File: config.mk
export PLATFORM = sky130hd
export DESIGN_NAME = alu_cmd_issuer
export DESIGN_NICKNAME = d
export VERILOG_FILES = /design/src/rtl/alu_pkg.sv /design/src/rtl/alu_req_fifo.sv /design/src/rtl/alu_cmd_issuer.sv
export SDC_FILE = /design/constraint.sdc
export NUM_CORES = 1
export LEC_CHECK = 0
export BUFFER_PORTS_ARGS = -buffer_cell sky130_fd_sc_hd__buf_2
export CORE_MARGIN = 2
export CORE_UTILIZATION = 50
export DETAILED_ROUTE_END_ITERATION = 6
export PLACE_DENSITY_LB_ADDON = 0.15
export SETUP_SLACK_MARGIN = 0.5
export SYNTH_ARGS = -nofsm -noshare
export SYNTH_HDL_FRONTEND = slang
export SYNTH_HIERARCHICAL = 1
export SYNTH_SLANG_ARGS = --single-unit
File: constraint.sdc
create_clock -name clk -period 4.3 [get_ports clk]
set_clock_uncertainty 0.05 [all_clocks]
set_input_delay 0.43 -clock clk [delete_from_list [all_inputs] [get_ports clk]]
set_output_delay 0.43 -clock clk [all_outputs]
set_load 0.05 [all_outputs]
File: src/rtl/alu_pkg.sv
// Shared types and reference model for the ALU command issuer.
// Optional ALU_SCOREBOARD_EN uses alu_ref() for in-line result checking.
package alu_pkg;

  localparam int ALU_W = 8;
  localparam int OPC_W = 3;
  localparam int ALU_IDW = 4;

  typedef enum logic [OPC_W-1:0] {
    ADD = 3'd0,
    SUB = 3'd1,
    AND = 3'd2,
    OR  = 3'd3,
    XOR = 3'd4,
    NOT = 3'd5,
    SHL = 3'd6,
    SHR = 3'd7
  } alu_op_e;

  typedef struct packed {
    logic [ALU_W-1:0]   a;
    logic [ALU_W-1:0]   b;
    alu_op_e            op;
    logic [ALU_IDW-1:0] id;
  } alu_req_t;

  typedef logic [1:0] fsm_state_t;
  localparam fsm_state_t ST_IDLE   = 2'd0;
  localparam fsm_state_t ST_SETTLE = 2'd1;
  localparam fsm_state_t ST_RESP   = 2'd2;

  // Returns {zero, result}; shifts use b[2:0] as the distance.
  function automatic logic [ALU_W:0] alu_ref(
    input logic [ALU_W-1:0] a,
    input logic [ALU_W-1:0] b,
    input alu_op_e          op
  );
    logic [ALU_W-1:0] r;
    r = '0;
    case (op)
      ADD: r = a + b;
      SUB: r = a - b;
      AND: r = a & b;
      OR:  r = a | b;
      XOR: r = a ^ b;
      NOT: r = ~a;
      SHL: r = a << b[2:0];
      SHR: r = a >> b[2:0];
      default: r = '0;
    endcase
    return {(r == '0), r};
  endfunction

endpackage

File: src/rtl/alu_req_fifo.sv
// Synchronous request FIFO with extra-MSB pointers.
// full_nxt lets the owner register a ready that never overshoots.
module alu_req_fifo
  import alu_pkg::*;
#(
  parameter int  DEPTH = 4,
  parameter type T     = alu_req_t
) (
  input  logic clk,
  input  logic rst,
  input  logic push,
  input  logic pop,
  input  T     wdata,
  output T     rdata,
  output logic full,
  output logic empty,
  output logic full_nxt
);

  localparam int AW = $clog2(DEPTH);

  logic [AW:0] wptr;
  logic [AW:0] rptr;
  logic [AW:0] wn;
  logic [AW:0] rn;
  T            mem [DEPTH];

  always_ff @(posedge clk) begin
    if (rst) begin
      wptr <= '0;
      rptr <= '0;
    end else begin
      wptr <= wn;
      rptr <= rn;
    end
  end

  always_ff @(posedge clk) begin
    if (push) begin
      mem[wptr[AW-1:0]] <= wdata;
    end
  end

  assign wn = push ? wptr + (AW+1)'(1) : wptr;
  assign rn = pop  ? rptr + (AW+1)'(1) : rptr;

  assign rdata = mem[rptr[AW-1:0]];
  assign empty = (wptr == rptr);
  assign full  = (wptr[AW] != rptr[AW]) &&
                 (wptr[AW-1:0] == rptr[AW-1:0]);
  assign full_nxt = (wn[AW] != rn[AW]) &&
                    (wn[AW-1:0] == rn[AW-1:0]);

endmodule

File: src/rtl/alu_cmd_issuer.sv
// Buffers ALU requests, drives the ALU, returns tagged results.
// Define ALU_SCOREBOARD_EN to add mismatch/err_cnt reference checking.
module alu_cmd_issuer
  import alu_pkg::*;
#(
  parameter int DEPTH  = 4,
  parameter int SETTLE = 1,
  parameter int IDW    = 4
) (
  input  logic             clk,
  input  logic             rst,
  input  logic             req_valid,
  output logic             req_ready,
  input  logic [ALU_W-1:0] req_a,
  input  logic [ALU_W-1:0] req_b,
  input  logic [OPC_W-1:0] req_op,
  input  logic [IDW-1:0]   req_id,
  output logic [ALU_W-1:0] alu_a,
  output logic [ALU_W-1:0] alu_b,
  output logic [OPC_W-1:0] alu_opcode,
  input  logic [ALU_W-1:0] alu_result,
  input  logic             alu_zero,
  output logic             rsp_valid,
  input  logic             rsp_ready,
  output logic [ALU_W-1:0] rsp_result,
  output logic             rsp_zero,
  output logic [IDW-1:0]   rsp_id,
  output logic             busy
`ifdef ALU_SCOREBOARD_EN
  ,
  output logic             mismatch,
  output logic [15:0]      err_cnt
`endif
);

  localparam int CW = (SETTLE > 1) ? $clog2(SETTLE) : 1;

  typedef struct packed {
    logic [ALU_W-1:0] a;
    logic [ALU_W-1:0] b;
    logic [OPC_W-1:0] op;
    logic [IDW-1:0]   id;
  } req_t;

  fsm_state_t    state;
  logic [CW-1:0] cnt;
  logic [IDW-1:0] id_q;
  req_t          head;
  req_t          wdata;
  logic          full;
  logic          empty;
  logic          full_nxt;
  logic          push;
  logic          pop;
  logic          cap;

  assign wdata = '{a: req_a, b: req_b, op: req_op, id: req_id};
  assign push  = req_valid && req_ready;
  assign pop   = !empty &&
                 ((state == ST_IDLE) ||
                  (state == ST_RESP && rsp_ready));
  assign cap   = (state == ST_SETTLE) && (cnt == '0);
  assign busy  = (state != ST_IDLE) || !empty;

  alu_req_fifo #(
    .DEPTH (DEPTH),
    .T     (req_t)
  ) u_fifo (
    .clk      (clk),
    .rst      (rst),
    .push     (push),
    .pop      (pop),
    .wdata    (wdata),
    .rdata    (head),
    .full     (full),
    .empty    (empty),
    .full_nxt (full_nxt)
  );

  always_ff @(posedge clk) begin
    if (rst) begin
      state      <= ST_IDLE;
      cnt        <= '0;
      id_q       <= '0;
      req_ready  <= 1'b0;
      alu_a      <= '0;
      alu_b      <= '0;
      alu_opcode <= '0;
      rsp_valid  <= 1'b0;
      rsp_result <= '0;
      rsp_zero   <= 1'b0;
      rsp_id     <= '0;
    end else begin
      req_ready <= !full_nxt;
      // pop is already qualified by state, so it doubles as "issue"
      if (pop) begin
        alu_a      <= head.a;
        alu_b      <= head.b;
        alu_opcode <= head.op;
        id_q       <= head.id;
        cnt        <= CW'(SETTLE - 1);
        state      <= ST_SETTLE;
      end
      unique case (state)
        ST_IDLE: ;
        ST_SETTLE: begin
          if (cap) begin
            rsp_result <= alu_result;
            rsp_zero   <= alu_zero;
            rsp_id     <= id_q;
            rsp_valid  <= 1'b1;
            state      <= ST_RESP;
          end else begin
            cnt <= cnt - CW'(1);
          end
        end
        ST_RESP: begin
          if (rsp_ready) begin
            rsp_valid <= 1'b0;
            if (empty) begin
              state <= ST_IDLE;
            end
          end
        end
        default: state <= ST_IDLE;
      endcase
    end
  end

`ifdef ALU_SCOREBOARD_EN
  logic [ALU_W:0] expv;
  logic           bad;

  assign expv = alu_ref(alu_a, alu_b, alu_op_e'(alu_opcode));
  assign bad  = cap && (expv != {alu_zero, alu_result});

  always_ff @(posedge clk) begin
    if (rst) begin
      mismatch <= 1'b0;
      err_cnt  <= '0;
    end else begin
      mismatch <= bad;
      if (bad && err_cnt != 16'hFFFF) begin
        err_cnt <= err_cnt + 16'd1;
      end
    end
  end
`endif

endmodule

==> summary.txt <==
Outcome
  • Status: completed

Logic synthesis
  • Mapped cell area: between 0.005 and 0.006 mm²
  • Mean Syn Cell Area: between 15 and 20 µm²
  • Post-Synthesis Cells: between 300 and 400
  • Syn. warnings: 6
  • Mapped Nets: 370

GRT
  • All-layer global routing usage: 0.1667
  • Antenna violations before repair: 1
  • First-pass GRT wire length: approximately 14 mm
  • Gr ovfl total: 0
  • Vias in the first global route: 2783
  • Largest net degree at the start of global routing: 71

Floorplan
  • Die width: 108.5 µm
  • I/O pins: 71
  • Die ar.: between 0.01 and 0.015 mm²
  • Total core area: ~0.011 mm²
  • Die height: roughly 110 µm
  • Initial core utilization: 0.5080
  • Cell Rows: 38

Timing
  • Setup violators final: 0
  • Max-slew violation count: 0
  • Final period demand of the worst path: around 2200 ps
  • Setup TNS after final layout: 0 ps
  • Fmax: 0.4576 GHz
  • Final Hold Vio Count: 0
  • Worst slew pin tran: about 1100 ps
  • Slew HR: 0.2607
  • Fin crit share: 0.5082
  • RSZ-0062 raised after global routing: no

Drt
  • Met2 wire len: 4.438 mm
  • DR DRC count: 0
  • Met1 wire length: around 4 mm
  • DR vias: between 2000 and 3000
  • Total wire length: 9.153 mm
  • WL per Instance: between 15 and 20 µm
  • Antenna viol nets, final: 0
  • Uppermost routed layer: met4
  • DRT Pass-1 Iters: 4
  • 1st-iter DRT viols: around 150
  • Metal3 WL: between 500 and 600 µm
  • Drt via density: just over 5

Worst setup path
  • Cell chain of the critical path: xnor2_1, and3_2, nor3_4, buf_4, xnor2_1, nor2_1
  • CP max stage cell: nor3_4
  • Critical Path AT: approximately 2500 ps
  • CP max FO: 21
  • Top cell by count, worst path: xnor2_1
  • Worst Path Required: between 4000 and 5000 ps
  • Worst Path Class, Setup: reg2reg
  • Max incr delay on CP: 500 ps
  • Type of origin of the critical path: flop
  • Worst Setup End Kind: flop

Clock tree
  • Post-CTS sizing: 0
  • CTS Buf Count: 17
  • H-tree depth: 4
  • Cts hold-fix bufs: 0
  • Clk buf depth: 2
  • Clock Latency Late Sink: a little over 500 ps
  • Root Driver: clkbuf_8
  • Setup Fix Bufs, Post-CTS: 0
  • CTS tree: built
  • CTS sink cnt: between 100 and 150
  • Worst-path clk slew: around 60 ps

Cells and area
  • Filler cells: between 800 and 900
  • Commonest non-fill, non-tap cell in the layout: edfxtp_1
  • Share of layout cells above drive strength 1: 0.3254
  • Most frequent cells in the layout: 92 x edfxtp_1, 70 x buf_2, 46 x nand2b_1, 46 x dfxtp_1, 38 x mux2i_1
  • Area Overhead vs Synth: 20.06%
  • Nets: about 450
  • N_diodes: 0
  • Register area: between 0.003 and 0.004 mm²
  • Fin area: between 0.006 and 0.007 mm²
  • Combined area of the multi-input logic cells: 0.001609 mm²

Run
  • Max-Cap Viols: 0

Pwr
  • Worst VDD drop: 0.3304 mV
  • P_leak: between 2 and 2.5 nW
  • Seq pwr share: 0.377
  • Net Sw Frac: 0.3182
  • Total power divided by cell area: between 600 and 700 mW/mm²
  • Comb pwr share: 0.280
  • NetSw: ~1.4 mW
  • Pint: between 3 and 4 mW
  • Clock power share: 0.343

Placed design
  • Port Buffers: 70
  • RePlAce Congestion: around 0.72
  • Area post-placement: roughly 0.0059 mm²
  • Post-DP HPWL: 5.224 mm

Worst hold path
  • Hold crit path type: in2reg
critical path, delay by kind of cell (launching register included):
kind / cells / cell delay, ps
buf+inv: 1 / 460
xor+xnor: 2 / 290
flops: 1 / 420
simple gates: 3 / 800
final timing paths:
| path | from | end | slack (ps) | cells after the start |
|---|---|---|---|---|
| worst max-delay path | u_fifo/wptr[0]$_SDFF_PP0_ | u_fifo/rptr[0]$_SDFF_PP0_ | 2110 | 6 |
| worst min-delay path | req_b[1] | u_fifo/mem[2][8]$_DFFE_PP_ | 80 | 1 |
| worst max register to register | u_fifo/wptr[0]$_SDFF_PP0_ | u_fifo/rptr[0]$_SDFF_PP0_ | 2110 | 6 |
| worst min register to register | alu_b[5]$_SDFFE_PP0P_ | alu_b[5]$_SDFFE_PP0P_ | 420 | 2 |
per-layer routing:
layer,up-vias,GRT usage
met5,-,0
met4,0,0.06319
met3,7,0.06028
met2,79,0.2665
met1,1412,0.2089
li1,1348,-
layout make-up:
| class | instances | area share |
|---|---|---|
| inverters | 4 | 0.002291 |
| flip-flops and latches | 139 | 0.5653 |
| well taps | 140 | 0.02673 |
| repair buffers | 76 | 0.06033 |
| multi-input cells | 167 | 0.2455 |
| clock inverters | 6 | 0.008973 |
| clock buffers | 26 | 0.09087 |
state kept, by name (all words and copies together), names as in the netlist:
| register | cells |
|---|---|
| alu_a | 8 |
| u_fifo/rptr | 3 |
| req_ready | 1 |
| alu_opcode | 3 |
| cnt | 1 |
| state | 2 |
| rsp_id | 4 |
| alu_b | 8 |
| rsp_valid | 1 |
| rsp_zero | 1 |
| u_fifo/wptr | 3 |
| rsp_result | 8 |
| u_fifo/mem | 92 |
| id_q | 4 |
per-stage QoR:
stage | hold WS, ps | setup WS [ps] | std cells | power, mW | utilization
after detailed placement | 410.8 | 2090 | 526 | 2.965 | 0.5490
final | 78.40 | 2115 | 558 | 4.451 | 0.6099
after floorplan | 398.3 | 2264 | 329 | 2.738 | -
after CTS | 55.98 | 2088 | 558 | 4.509 | 0.6099
after global routing | 52.28 | 1973 | 558 | 4.649 | 0.6099
after global placement | 406.6 | 2105 | 526 | 2.944 | 0.5490
power by group through the flow:
stage / Clock, mW / Sequential [mW] / Combinational (mW)
5_1_grt: 1.62 / 1.70 / 1.33
6_report: 1.53 / 1.68 / 1.24
3_5_place_dp: 0 / 1.71 / 1.26
3_3_place_gp: 0 / 1.70 / 1.24
2_1_floorplan: 0 / 2.05 / 0.685
4_1_cts: 1.56 / 1.68 / 1.27
Power figures use the tool's default switching activity.
